<file path="src/rtl/tl_pkg.sv">
// Shared defaults, emergency FSM encoding and counter sizing helper for the
// traffic-light input conditioner.
package tl_pkg;

  localparam int TL_CLK_HZ       = 100_000_000;
  localparam int TL_DEBOUNCE_CYC = 1_000_000;
  localparam int TL_EV_HOLD_S    = 4;

  typedef enum logic [1:0] {
    EV_IDLE   = 2'd0,
    EV_ACTIVE = 2'd1,
    EV_HOLD   = 2'd2
  } ev_state_t;

  // Bits needed to hold values 0..max_val; never less than one bit.
  function automatic int cnt_w(input int max_val);
    return (max_val < 1) ? 1 : $clog2(max_val + 1);
  endfunction

endpackage

</file>
<file path="src/rtl/tl_input_conditioner_if.sv">
// Raw sensor inputs and conditioned outputs of the input conditioner.
interface tl_input_conditioner_if;

  logic ev_req_raw;
  logic mains_ok_raw;
  logic pulse_1s;
  logic nmi_emergency_vehicle;
  logic nmi_power_outage;
  logic ev_event;

  modport master (
    output ev_req_raw,
    output mains_ok_raw,
    input  pulse_1s,
    input  nmi_emergency_vehicle,
    input  nmi_power_outage,
    input  ev_event
  );

  modport slave (
    input  ev_req_raw,
    input  mains_ok_raw,
    output pulse_1s,
    output nmi_emergency_vehicle,
    output nmi_power_outage,
    output ev_event
  );

endinterface

</file>
<file path="src/rtl/tl_debounce.sv">
// Two-flop synchronizer followed by a stability filter: the filtered value
// follows the synchronized input only after DEBOUNCE_CYC disagreeing cycles.
module tl_debounce
  import tl_pkg::*;
#(
  parameter int DEBOUNCE_CYC = TL_DEBOUNCE_CYC
) (
  input  logic clk,
  input  logic reset_n,
  input  logic raw,
  output logic filt
);

  localparam int CNT_W = cnt_w(DEBOUNCE_CYC - 1);
  localparam logic [CNT_W-1:0] CNT_LAST = CNT_W'(DEBOUNCE_CYC - 1);

  logic             sync_p0;
  logic             sync_p1;
  logic [CNT_W-1:0] cnt;

  always_ff @(posedge clk or negedge reset_n) begin
    if (!reset_n) begin
      sync_p0 <= 1'b0;
      sync_p1 <= 1'b0;
    end else begin
      sync_p0 <= raw;
      sync_p1 <= sync_p0;
    end
  end

  // Filter stage: the last disagreeing cycle toggles instead of counting on.
  always_ff @(posedge clk or negedge reset_n) begin
    if (!reset_n) begin
      cnt  <= '0;
      filt <= 1'b0;
    end else if (sync_p1 == filt) begin
      cnt <= '0;
    end else if (cnt == CNT_LAST) begin
      cnt  <= '0;
      filt <= ~filt;
    end else begin
      cnt <= cnt + 1'b1;
    end
  end

endmodule

</file>
<file path="src/rtl/tl_input_conditioner.sv">
// Input conditioner: 1 s prescaler, debounced emergency/mains sensing and an
// emergency-vehicle FSM that holds the NMI for EV_HOLD_S seconds after release.
module tl_input_conditioner
  import tl_pkg::*;
#(
  parameter int CLK_HZ       = TL_CLK_HZ,
  parameter int DEBOUNCE_CYC = TL_DEBOUNCE_CYC,
  parameter int EV_HOLD_S    = TL_EV_HOLD_S
) (
  input logic                   clk,
  input logic                   reset_n,
  tl_input_conditioner_if.slave io
);

  localparam int PRE_W  = cnt_w(CLK_HZ - 1);
  localparam int HOLD_W = cnt_w(EV_HOLD_S);
  localparam logic [PRE_W-1:0]  PRE_LAST  = PRE_W'(CLK_HZ - 1);
  localparam logic [HOLD_W-1:0] HOLD_LOAD = HOLD_W'(EV_HOLD_S);

  logic [PRE_W-1:0]  pre_cnt;
  logic              pulse;
  logic              ev_filt;
  logic              ev_filt_p1;
  logic              mains_filt;
  logic              ev_rise;
  logic              ev_fall;
  ev_state_t         state;
  ev_state_t         state_nxt;
  logic [HOLD_W-1:0] hold_cnt;
  logic [HOLD_W-1:0] hold_nxt;
  logic              nmi_ev;
  logic              outage;
  logic              ev_strobe;

  always_ff @(posedge clk or negedge reset_n) begin
    if (!reset_n) begin
      pre_cnt <= '0;
      pulse   <= 1'b0;
    end else begin
      pulse   <= (pre_cnt == PRE_LAST);
      pre_cnt <= (pre_cnt == PRE_LAST) ? '0 : pre_cnt + 1'b1;
    end
  end

  tl_debounce #(.DEBOUNCE_CYC(DEBOUNCE_CYC)) u_ev_db (
    .clk     (clk),
    .reset_n (reset_n),
    .raw     (io.ev_req_raw),
    .filt    (ev_filt)
  );

  tl_debounce #(.DEBOUNCE_CYC(DEBOUNCE_CYC)) u_mains_db (
    .clk     (clk),
    .reset_n (reset_n),
    .raw     (io.mains_ok_raw),
    .filt    (mains_filt)
  );

  // Edge stage: filtered-level history for rise/fall detection.
  always_ff @(posedge clk or negedge reset_n) begin
    if (!reset_n) begin
      ev_filt_p1 <= 1'b0;
    end else begin
      ev_filt_p1 <= ev_filt;
    end
  end

  assign ev_rise = ev_filt & ~ev_filt_p1;
  assign ev_fall = ~ev_filt & ev_filt_p1;

  always_ff @(posedge clk or negedge reset_n) begin
    if (!reset_n) begin
      state    <= EV_IDLE;
      hold_cnt <= '0;
    end else begin
      state    <= state_nxt;
      hold_cnt <= hold_nxt;
    end
  end

  // A fall always reloads the hold time; a coincident pulse_1s is not counted.
  always_comb begin
    state_nxt = state;
    hold_nxt  = hold_cnt;
    unique case (state)
      EV_IDLE: begin
        if (ev_rise) state_nxt = EV_ACTIVE;
      end
      EV_ACTIVE: begin
        if (ev_fall) begin
          if (EV_HOLD_S == 0) begin
            state_nxt = EV_IDLE;
          end else begin
            state_nxt = EV_HOLD;
            hold_nxt  = HOLD_LOAD;
          end
        end
      end
      EV_HOLD: begin
        if (ev_rise) begin
          state_nxt = EV_ACTIVE;
        end else if (hold_cnt == '0) begin
          state_nxt = EV_IDLE;
        end else if (pulse) begin
          hold_nxt = hold_cnt - 1'b1;
        end
      end
      default: state_nxt = EV_IDLE;
    endcase
  end

  // Output stage: outage reads as asserted until mains has debounced good.
  always_ff @(posedge clk or negedge reset_n) begin
    if (!reset_n) begin
      nmi_ev    <= 1'b0;
      ev_strobe <= 1'b0;
      outage    <= 1'b1;
    end else begin
      nmi_ev    <= (state_nxt != EV_IDLE);
      ev_strobe <= ev_rise;
      outage    <= ~mains_filt;
    end
  end

  assign io.pulse_1s              = pulse;
  assign io.nmi_emergency_vehicle = nmi_ev;
  assign io.nmi_power_outage      = outage;
  assign io.ev_event              = ev_strobe;

endmodule

</file>
<file path="src/flat_wrapper.sv">
// flat-port wrapper written by rule: the top's interface ports become plain ports
module tl_input_conditioner_flat import tl_pkg::*;
#(
  parameter int CLK_HZ       = TL_CLK_HZ,
  parameter int DEBOUNCE_CYC = TL_DEBOUNCE_CYC,
  parameter int EV_HOLD_S    = TL_EV_HOLD_S
)
  (clk, reset_n, io_ev_req_raw, io_mains_ok_raw, io_pulse_1s, io_nmi_emergency_vehicle, io_nmi_power_outage, io_ev_event);
  tl_input_conditioner_if io_i ();
  input logic clk;
  input logic reset_n;
  input wire logic [$bits(io_i.ev_req_raw)-1:0] io_ev_req_raw;
  input wire logic [$bits(io_i.mains_ok_raw)-1:0] io_mains_ok_raw;
  output wire logic [$bits(io_i.pulse_1s)-1:0] io_pulse_1s;
  output wire logic [$bits(io_i.nmi_emergency_vehicle)-1:0] io_nmi_emergency_vehicle;
  output wire logic [$bits(io_i.nmi_power_outage)-1:0] io_nmi_power_outage;
  output wire logic [$bits(io_i.ev_event)-1:0] io_ev_event;
  assign io_i.ev_req_raw = io_ev_req_raw;
  assign io_i.mains_ok_raw = io_mains_ok_raw;
  assign io_pulse_1s = io_i.pulse_1s;
  assign io_nmi_emergency_vehicle = io_i.nmi_emergency_vehicle;
  assign io_nmi_power_outage = io_i.nmi_power_outage;
  assign io_ev_event = io_i.ev_event;
  tl_input_conditioner #(.CLK_HZ(CLK_HZ), .DEBOUNCE_CYC(DEBOUNCE_CYC), .EV_HOLD_S(EV_HOLD_S)) u_core (.clk(clk), .reset_n(reset_n), .io(io_i));
endmodule
</file>
<file path="config.mk">
export PLATFORM = sky130hd
export DESIGN_NAME = tl_input_conditioner_flat
export DESIGN_NICKNAME = d
export VERILOG_FILES = /design/src/rtl/tl_pkg.sv /design/src/rtl/tl_input_conditioner_if.sv /design/src/rtl/tl_debounce.sv /design/src/rtl/tl_input_conditioner.sv /design/src/flat_wrapper.sv
export SDC_FILE = /design/constraint.sdc
export NUM_CORES = 1
export LEC_CHECK = 0
export ABC_AREA = 1
export CAP_MARGIN = 20
export CORE_ASPECT_RATIO = 1.75
export CORE_MARGIN = 3
export CORE_UTILIZATION = 67
export DETAILED_ROUTE_END_ITERATION = 8
export GPL_TIMING_DRIVEN = 0
export PLACE_DENSITY = 0.95
export SLEW_MARGIN = 20
export SYNTH_ARGS = -nofsm -noshare
export SYNTH_HDL_FRONTEND = slang
export SYNTH_SLANG_ARGS = --single-unit
</file>
<file path="constraint.sdc">
create_clock -name clk -period 3.1 [get_ports clk]
set_input_delay 0.62 -clock clk [delete_from_list [all_inputs] [get_ports clk]]
set_output_delay 0.62 -clock clk [all_outputs]
set_load 0.02 [all_outputs]
</file>
# Yosys cells after proc, flatten, opt, wreduce, memory -nomap -nowiden
# Index checks and enable logic that the tools add are counted.
[totals]
regBits = 83
inputBits = 4
[op_classes]
n_mux = 15
n_addsub = 4
bitwise = 7
reduce_logical = 7
eq_ne = 11
[ops]
columns = ["cell", "count"]
rows = [
  ["two-way mux 20 bit", 4],
  ["adder 20 x 1 -> 20 bit (second input constant)", 2],
  ["== test 20 bit (second input constant)", 2],
  ["adder 27 x 1 -> 27 bit (second input constant)", 1],
  ["== test 27 bit (second input constant)", 1],
  ["two-way mux 27 bit", 1],
  ["two-way mux 3 bit", 4],
  ["two-way mux 2 bit", 4],
  ["case mux 2 bit (3 select lines)", 1],
  ["case mux 3 bit (2 select lines)", 1],
  ["NOT 1 bit", 5],
  ["AND reduction 5 bit", 1],
  ["!= test 2 x 1 -> 1 bit (second input constant)", 2],
  ["!= test 2 bit (second input constant)", 2],
  ["AND reduction 2 bit", 2],
  ["nonzero test 2 bit", 2],
  ["zero test 3 bit", 1],
  ["subtractor 3 x 1 -> 3 bit (second input constant)", 1],
  ["bitwise AND 1 bit", 2],
  ["== test 1 bit", 2],
  ["== test 2 x 1 -> 1 bit (second input constant)", 1],
  ["== test 2 bit (second input constant)", 1],
  ["zero test 2 bit", 1],
]

# Depth between registers and ports, before layout
# Gate-level depths: netlist of run 1.
[depth]
ltp_word = 5
ltp_mapped = 10

# By module
# From an unflattened synthesis of run 1, not the netlist that was laid out.
[unflattened]
cells_unflattened = 581
hier_area_um2 = 4743.3
[by_module_without_submodules]
columns = ["mod", "n_inst", "area_each_um2", "cells_per_inst", "seq_area_each_um2"]
rows = [
  ["tl_debounce", 2, 1335.0, 161, 575.6],
  ["tl_input_conditioner", 1, 2073.2, 259, 927.1],
]

# Least setup slack after synthesis of run 1
# OpenSTA, ideal clock, no wires.
[synth_path]
path_type = "reg2reg"
start = "reg u_core.hold_cnt[0]"
end = "reg u_core.hold_cnt[0]"
t_required_ns = 3.017
stages_incl_launch_ff = 11
n_path_buf = 0
t_arrival_ns = 1.335
setup_slack_ns = 1.682
path_cell_list = "dfrtp_1 > inv_1 > ha_1 > ha_1 > o21ai_0 > nand2_1 > nor2_1 > nand2_1 > inv_1 > nand2_1 > o21ai_0"
[synth_via]
elab_chain_len = 5
elab_cells_between_ends = 8
[synth_rtl]
columns = ["item", "line", "source"]
rows = [
  ["start: declaration", "tl_input_conditioner.sv:29", "logic [HOLD_W-1:0] hold_cnt;"],
  ["start signal: assignment", "tl_input_conditioner.sv:77", "hold_cnt <= hold_nxt;"],
  ["subtractor 3 x 1 -> 3 bit", "tl_input_conditioner.sv:105", "hold_nxt = hold_cnt - 1'b1;"],
  ["two-way mux 3 bit", "tl_input_conditioner.sv:104", "end else if (pulse) begin"],
  ["two-way mux 3 bit", "tl_input_conditioner.sv:102", "end else if (hold_cnt == '0) begin"],
  ["two-way mux 3 bit", "tl_input_conditioner.sv:100", "if (ev_rise) begin"],
  ["case mux 3 bit (2 select lines)", "tl_input_conditioner.sv:85", "unique case (state)"],
]
# Parallel ways exist; a longest one is shown, timed or not. The select of a mux whose other input is x is not followed.
# A chain may end at the register's enable or synchronous reset.

# Final worst setup path of run 1
[layout_path]
start = "reg u_core.outage (netlist: u_core.io.nmi_power_outage)"
end = "out io_nmi_power_outage"
[layout_lines]
columns = ["item", "line", "source"]
rows = [
  ["start: declaration", "tl_input_conditioner.sv:32", "logic outage;"],
  ["start signal: assignment", "tl_input_conditioner.sv:121", "outage <= ~mains_filt;"],
  ["end: declaration", "flat_wrapper.sv:16", "output wire logic [$bits(io_i.nmi_power_outage)-1:0] io_nmi_power_outage;"],
]
# No word-level cell between the ends.

==> results of run 1 <==
[final cells by class]
class	count	area, sq um
Clock buffer	11	233
Timing Repair Buffer	8	95.1
Multi-Input combinational cell	436	2200
Clock inverter	5	53.8
Tap cell	82	103
Inverter	78	295
Sequential cell	83	2080
Fill cell	436	1530
[through the flow]
step                util, %  instances  area (sq um)  hold WS, ns
detailed placement     72.5        687          4780        0.336
finish                 76.8        703          5060        0.202
floorplan                 -        597          4580        0.324
CTS                    76.8        703          5060        0.212
global route           76.8        703          5060        0.229
global placement       72.1        686          4750        0.332
[state kept, by name (all words and copies together), names as in the netlist, 2 cells and up]
name	count
u_core.pre_cnt	27
u_core.u_ev_db.cnt	20
u_core.u_mains_db.cnt	20
u_core.state	2
u_core.hold_cnt	3
[synthesized netlist by cell type, types with 2 or more instances]
cell      count
nand3_2       6
inv_1        75
nand2_2       8
nand2_4       2
o21ai_0       9
or2_0         2
nand2_1     140
a21oi_1      16
dfrtp_1      82
nand3b_1      2
nor2_4        4
inv_2         2
nor3_1        8
nor2_2       14
nor2_1      124
xnor2_1       8
nor3b_2       2
nand3_1      42
xor2_1       23
nand4_1       8
ha_1          9
[power by group through the flow]
stage	Clock (uW)	Combinational (uW)	Sequential (uW)
final	1040	55.3	1100
after floorplan	0	21.6	1120
after global placement	0	50.5	1120
after global routing	1100	63.0	1100
after detailed placement	0	56.7	1120
after CTS	1060	56.9	1100
[worst max-delay path by stage]
| stage | from | endpoint | slack, ns | cells past startpoint |
|---|---|---|---|---|
| floorplan | u_core.hold_cnt[0]$_DFFE_PN0P_ | u_core.hold_cnt[0]$_DFFE_PN0P_ | 1.68 | 10 |
| global placement | reset_n | u_core.pre_cnt[14]$_DFF_PN0_ | -1.42 | 1 |
| detailed placement | u_core.io.nmi_power_outage$_DFF_PN1_ | io_nmi_power_outage | 1.38 | 1 |
| CTS | u_core.io.nmi_power_outage$_DFF_PN1_ | io_nmi_power_outage | 1.01 | 1 |
| global route | u_core.io.nmi_power_outage$_DFF_PN1_ | io_nmi_power_outage | 0.92 | 1 |
| finish | u_core.io.nmi_power_outage$_DFF_PN1_ | io_nmi_power_outage | 1.03 | 1 |
[metal layers]
metal | part of all wire (%) | global-route usage [%] | up-vias
li1 | - | - | 1892
met1 | 37 | 30.7 | 1838
met2 | 54 | 49.1 | 127
met3 | 4.1 | 7.53 | 47
met4 | 4.7 | 17.7 | 0
met5 | 0 | 0 | -
[cell families (layout without fill, tap and decap cells)]
logic type	after synthesis	after routing
AND/OR/NAND/NOR	367	367
flip-flops	83	83
buffers and inverters	78	102
XOR/XNOR	32	32
AO/OA/AOI/OAI	28	28
adder cells (fa/ha/maj)	9	9
==> results.json, run 1 <==
{
  "p_int_uw": 1730,
  "most-common-layout-cells": "140 x nand2_1, 124 x nor2_1, 82 x dfrtp_1",
  "avgViaCountPerCell": 5.55,
  "number_of_global_route_vias_before_repair": 4003,
  "worst_path_largest_cell_delay_ns": 0.60,
  "gr-total-overflow": 0,
  "leakagePower_uw": 0.00235,
  "worst_path_dominant_cell_family": "buffers and inverters",
  "synthXorXnorAreaFrac_pct": 6.29,
  "antenna_found_initial": 0,
  "synth.yosys.warnings": 0,
  "crit_path_max_fanout": 1,
  "rr_startpoint": "u_core.hold_cnt[0]$_DFFE_PN0P_",
  "switching_share_pct": 21.4,
  "synth_cell_type_count": 32,
  "max_freq_ghz": 0.482,
  "timing.rr.end": "u_core.hold_cnt[0]$_DFFE_PN0P_",
  "arrival_ns": 1.45,
  "timing.final.crit_period_ns": 2.07,
  "timing.slew.headroom_pct": 72.1,
  "rr_worst_depth": 10,
  "postSynth.asyncResetShare_pct": 100,
  "drt_iter0_markers": 322,
  "synth_area_per_cell_sq_um": 7.67,
  "critPathKind": "reg2out",
  "effective_utilization_at_floorplan_pct": 69.5,
  "dominant_combinational_cell_family_by_area_after_synthesis": "simple AND/OR/NAND/NOR gates",
  "reg2reg_setup_slack_ns": 1.46,
  "syn-cell-area_sq_mm": 0.00458,
  "setup.worst_path.end_class": "output pin",
  "finalClockSkew_ns": 0.00786,
  "dp_worst_setup_slack_ns": 1.38,
  "tritoncts_num_sinks": 83,
  "setup_tns_ns": 0,
  "netlist.area_leader.share_pct": 44.8,
  "compound_cell_area_share_of_the_yosys_netlist_pct": 3.17,
  "critPathLaunchType": "flop",
  "gp_routability_congestion": 0.970,
  "cts_hold_buffers": 0,
  "syn-num-nets": 610,
  "firstDrtPassIters": 5,
  "post-route-drc-count": 0,
  "wirelength_um": 9950,
  "final-max-slew-violation-count": 0,
  "number_of_nets_still_failing_antenna_checks_after_routing": 0,
  "cts.path.max_buffers": 2,
  "vdd_ir_drop_max_mv": 0.375,
  "post_route_cells_drive_above_1_share_pct": 9.50,
  "drv_cap": 0,
  "vias": 3904,
  "fin_crit_sh_pct": 66.9,
  "cpMaxStageDelayCell": "clkdlybuf4s50_1",
  "dp_hpwl_um": 7130,
  "setup_repair_after_global_routing_missed_its_margin": "no",
  "grt_pass1_wl_um": 17100,
  "adder_cell_share_of_the_synthesized_area_pct": 2.46,
  "core.rowCount": 39,
  "clock_insertion_delay_worst_skew_ns": 0.35,
  "number_of_enable_type_register_cells_in_the_synthesized_netlist": 0,
  "final_common_cell": "nand2_1",
  "antenna_cells_inserted": 0,
  "postCtsResizedCells": 0,
  "die_width_um": 68.5,
  "report.final.hold_viol_count": 0,
  "boundaryPins": 8,
  "chipHeight_um": 115,
  "report.power.total_uw": 2200,
  "number_of_buffers_added_by_the_clock_tree_synthesis_step": 9,
  "die_area_sq_mm": 0.00790,
  "synth_simple_gate_area_share_pct": 36.2,
  "netlist_instances": 597,
  "ys.flop_type": "dfrtp_1",
  "port_buffers": 7,
  "synth_mux_area_share_pct": 0,
  "cts_max_level": 3,
  "area.growth.synth_to_final_pct": 10.6,
  "status": "finished clean",
  "cts_root_buf": "clkbuf_16",
  "seqPwrFrac_pct": 50.0,
  "timing_worst_slew_pin_value_ns": 0.418,
  "worst_setup_hold_path_clk_slew_ns": 0.06,
  "post-cts-setup-buffers": 0,
  "critPathRequiredTime_ns": 2.48,
  "avgRoutedWirePerCell_um": 14.2,
  "finish.net_count": 629,
  "critical_path_cell_sequence": "clkdlybuf4s50_1",
  "core_area_sq_mm": 0.00659,
  "synth.yosys.seq_area_share_pct": 45.4,
  "worst-path-buf-inv": 1,
  "power.clock.fraction_pct": 47.5,
  "power.share.combinational_pct": 2.5,
  "layout_setup_ws_ns": 1.03,
  "tritoncts": "built",
  "synth_top_cells_by_area": "dfrtp_1 45%, nand2_1 11%, nor2_1 10%",
  "grt_max_degree": 56,
  "grtUsageTotal_pct": 28.9,
  "netSwitchingPower_uw": 471,
  "holdCritPathClass": "in2async",
  "final-setup-viol-count": 0,
  "cellPowerDensity_mw_per_mm2": 435,
  "synth.largest_area_cell": "dfrtp_1",
  "synthesis_stage_register_bit_count": 83
}
Note: power is estimated with default switching activity, not from simulation.
==> run 2, diff against run 1 <==
--- a/config.mk
+++ b/config.mk
@@ -9,10 +9,10 @@
 export CAP_MARGIN = 20
 export CORE_ASPECT_RATIO = 1.75
 export CORE_MARGIN = 3
-export CORE_UTILIZATION = 67
+export CORE_UTILIZATION = 62
 export DETAILED_ROUTE_END_ITERATION = 8
 export GPL_TIMING_DRIVEN = 0
-export PLACE_DENSITY = 0.95
+export PLACE_DENSITY = 0.89
 export SLEW_MARGIN = 20
 export SYNTH_ARGS = -nofsm -noshare
 export SYNTH_HDL_FRONTEND = slang
==> constraint.sdc (replaced) <==
create_clock -name clk -period 1.91 [get_ports clk]
set_input_delay 0.382 -clock clk [delete_from_list [all_inputs] [get_ports clk]]
set_output_delay 0.382 -clock clk [all_outputs]
set_load 0.02 [all_outputs]
==> run 2 against run 1 <==
  * Clock power rose by 60%
  * Worst setup slack worse by 0.95 ns
  * Clock-buffer cell count is 1 higher
  * Core utilization is 4.6 points lower
  * Global-route usage is 2.7 points lower
  * Largest cell class unchanged
==> results.json, run 2 (synthesized netlist as in run 1, its figures left out) <==
{
  "status": "finished clean",
  "netSwitchingPower_uw": 735,
  "critPathLaunchType": "flop",
  "tritoncts_num_sinks": 83,
  "timing.hold.ws_ns": 0.348,
  "drt_iter0_markers": 235,
  "leakagePower_uw": 0.00235,
  "effective_utilization_at_floorplan_pct": 65.3,
  "number_of_nets_still_failing_antenna_checks_after_routing": 0,
  "power.share.combinational_pct": 2.6,
  "fillers": 528,
  "clock_insertion_delay_worst_skew_ns": 0.33,
  "arrival_ns": 1.45,
  "reg2reg_setup_slack_ns": 0.21,
  "final-instance-count-excl-fill": 705,
  "cts.path.max_buffers": 2,
  "critPathRequiredTime_ns": 1.53,
  "p_int_uw": 2800,
  "vias": 3779,
  "number_of_buffers_added_by_the_clock_tree_synthesis_step": 9,
  "finalClockSkew_ns": 0.00544,
  "vdd_ir_drop_max_mv": 0.457,
  "critical_path_cell_sequence": "clkdlybuf4s50_1",
  "whs_endpoint": "u_core.u_ev_db.sync_p1$_DFF_PN0_",
  "setup_tns_ns": 0,
  "rr_worst_depth": 8,
  "grtUsageTotal_pct": 26.2,
  "seqPwrFrac_pct": 50.5,
  "postCtsResizedCells": 0,
  "dp_cells": 689,
  "final-setup-viol-count": 0,
  "largest_registers": "u_core.pre_cnt (27), u_core.u_ev_db.cnt (20), u_core.u_mains_db.cnt (20)",
  "report.power.total_uw": 3540,
  "final_common_cell": "nand2_1",
  "setup.worst_path.end_class": "output pin",
  "core.rowCount": 40,
  "post-cts-setup-buffers": 0,
  "crit_path_max_fanout": 1,
  "avgRoutedWirePerCell_um": 14.0,
  "finish.net_count": 630,
  "final-max-slew-violation-count": 0,
  "cts_root_buf": "clkbuf_16",
  "number_of_global_route_vias_before_repair": 3926,
  "rr_startpoint": "u_core.u_mains_db.cnt[0]$_DFF_PN0_",
  "most-common-layout-cells": "140 x nand2_1, 124 x nor2_1, 82 x dfrtp_1",
  "cpMaxStageDelayCell": "clkdlybuf4s50_1",
  "timing_worst_slew_pin_value_ns": 0.416,
  "port_buffers": 7,
  "post_route_cells_drive_above_1_share_pct": 9.18,
  "min-delay-start": "u_core.u_ev_db.sync_p0$_DFF_PN0_",
  "die_area_sq_mm": 0.00849,
  "die_width_um": 71.0,
  "timing.slew.headroom_pct": 72.2,
  "cellPowerDensity_mw_per_mm2": 699,
  "firstDrtPassIters": 4,
  "timing.rr.end": "u_core.u_mains_db.cnt[19]$_DFF_PN0_",
  "gr-total-overflow": 0,
  "fin_crit_sh_pct": 96.0,
  "worst_path_dominant_cell_family": "buffers and inverters",
  "post-route-drc-count": 0,
  "tritoncts": "built",
  "holdCritPathClass": "reg2reg",
  "boundaryPins": 8,
  "worst_setup_hold_path_clk_slew_ns": 0.06,
  "gp_routability_congestion": 0.925,
  "max_freq_ghz": 0.545,
  "grt_pass1_wl_um": 17800,
  "avgViaCountPerCell": 5.36,
  "report.final.hold_viol_count": 0,
  "core_area_sq_mm": 0.00701,
  "max_reg_flops": 27,
  "antenna_cells_inserted": 0,
  "worst-path-buf-inv": 1,
  "setup_repair_after_global_routing_missed_its_margin": "no",
  "timing.final.crit_period_ns": 1.83,
  "switching_share_pct": 20.8,
  "critPathKind": "reg2out",
  "cts_max_level": 3,
  "antenna_found_initial": 0,
  "wirelength_um": 9840,
  "worst_path_largest_cell_delay_ns": 0.61,
  "power.clock.fraction_pct": 46.9,
  "area.growth.synth_to_final_pct": 10.6,
  "max_flop_register": "u_core.pre_cnt",
  "hold_depth": 0,
  "chipHeight_um": 120,
  "dp_hpwl_um": 7060,
  "grt_max_degree": 61,
  "drv_cap": 0,
  "final_util_pct": 72.3
}
## run 2: changes by cell type in the layout (fill, tap and decap cells not counted), sizes merged
cell	delta
clkbuf	+1
dlygate4sd3	+1
clkinv	-2
## run 2: repair_timing
item | 4_1_cts | 5_1_grt
endpoints found under the hold margin | 23 | 0
hold buffers | 1 | 0
endpoints found under the setup margin | 0 | 0
## run 2: how the worst max path moves through the flow
stage / end / cells after the start / startpoint
floorplan: u_core.hold_cnt[0]$_DFFE_PN0P_ / 10 / u_core.hold_cnt[0]$_DFFE_PN0P_
global placement: u_core.pre_cnt[24]$_DFF_PN0_ / 1 / reset_n
detailed placement: u_core.pre_cnt[22]$_DFF_PN0_ / 10 / u_core.pre_cnt[0]$_DFF_PN0_
CTS: io_nmi_power_outage / 1 / u_core.io.nmi_power_outage$_DFF_PN1_
global route: io_nmi_power_outage / 1 / u_core.io.nmi_power_outage$_DFF_PN1_
finish: io_nmi_power_outage / 1 / u_core.io.nmi_power_outage$_DFF_PN1_
## run 2: layout make-up
class                   count  area, sq um  share of cell area, %
multi-input cells         436         2200                   43.5
clock inverters             3         40.0                  0.791
clock buffers              12          236                   4.67
inverters                  78          295                   5.83
repair buffers              9          105                   2.08
well taps                  84          105                   2.08
flip-flops and latches     83         2080                   41.0
## run 2: routing by layer
metal	vias up	GRT usage (%)	wire length, um
met3	22	5.03	270
li1	1898	-	-
met2	71	48.2	5650
met1	1788	28.6	3680
met4	0	10.8	240
met5	-	0	0
## run 2: power groups by stage
stage                     registers (uW)  clock network, uW  logic [uW]
after floorplan                     1810                  0        35.1
after global placement              1820                  0        81.7
after CTS                           1790               1680        95.3
after detailed placement            1820                  0        93.0
after global routing                1790               1770         106
final                               1790               1660        93.0
## run 2: stage by stage
step	cell area (sq um)	setup slack, ns
after floorplan	4580	0.492
after detailed placement	4780	0.248
after global placement	4750	-2.41
final	5060	0.0762
after CTS	5060	0.0551
after global routing	5060	0.0396
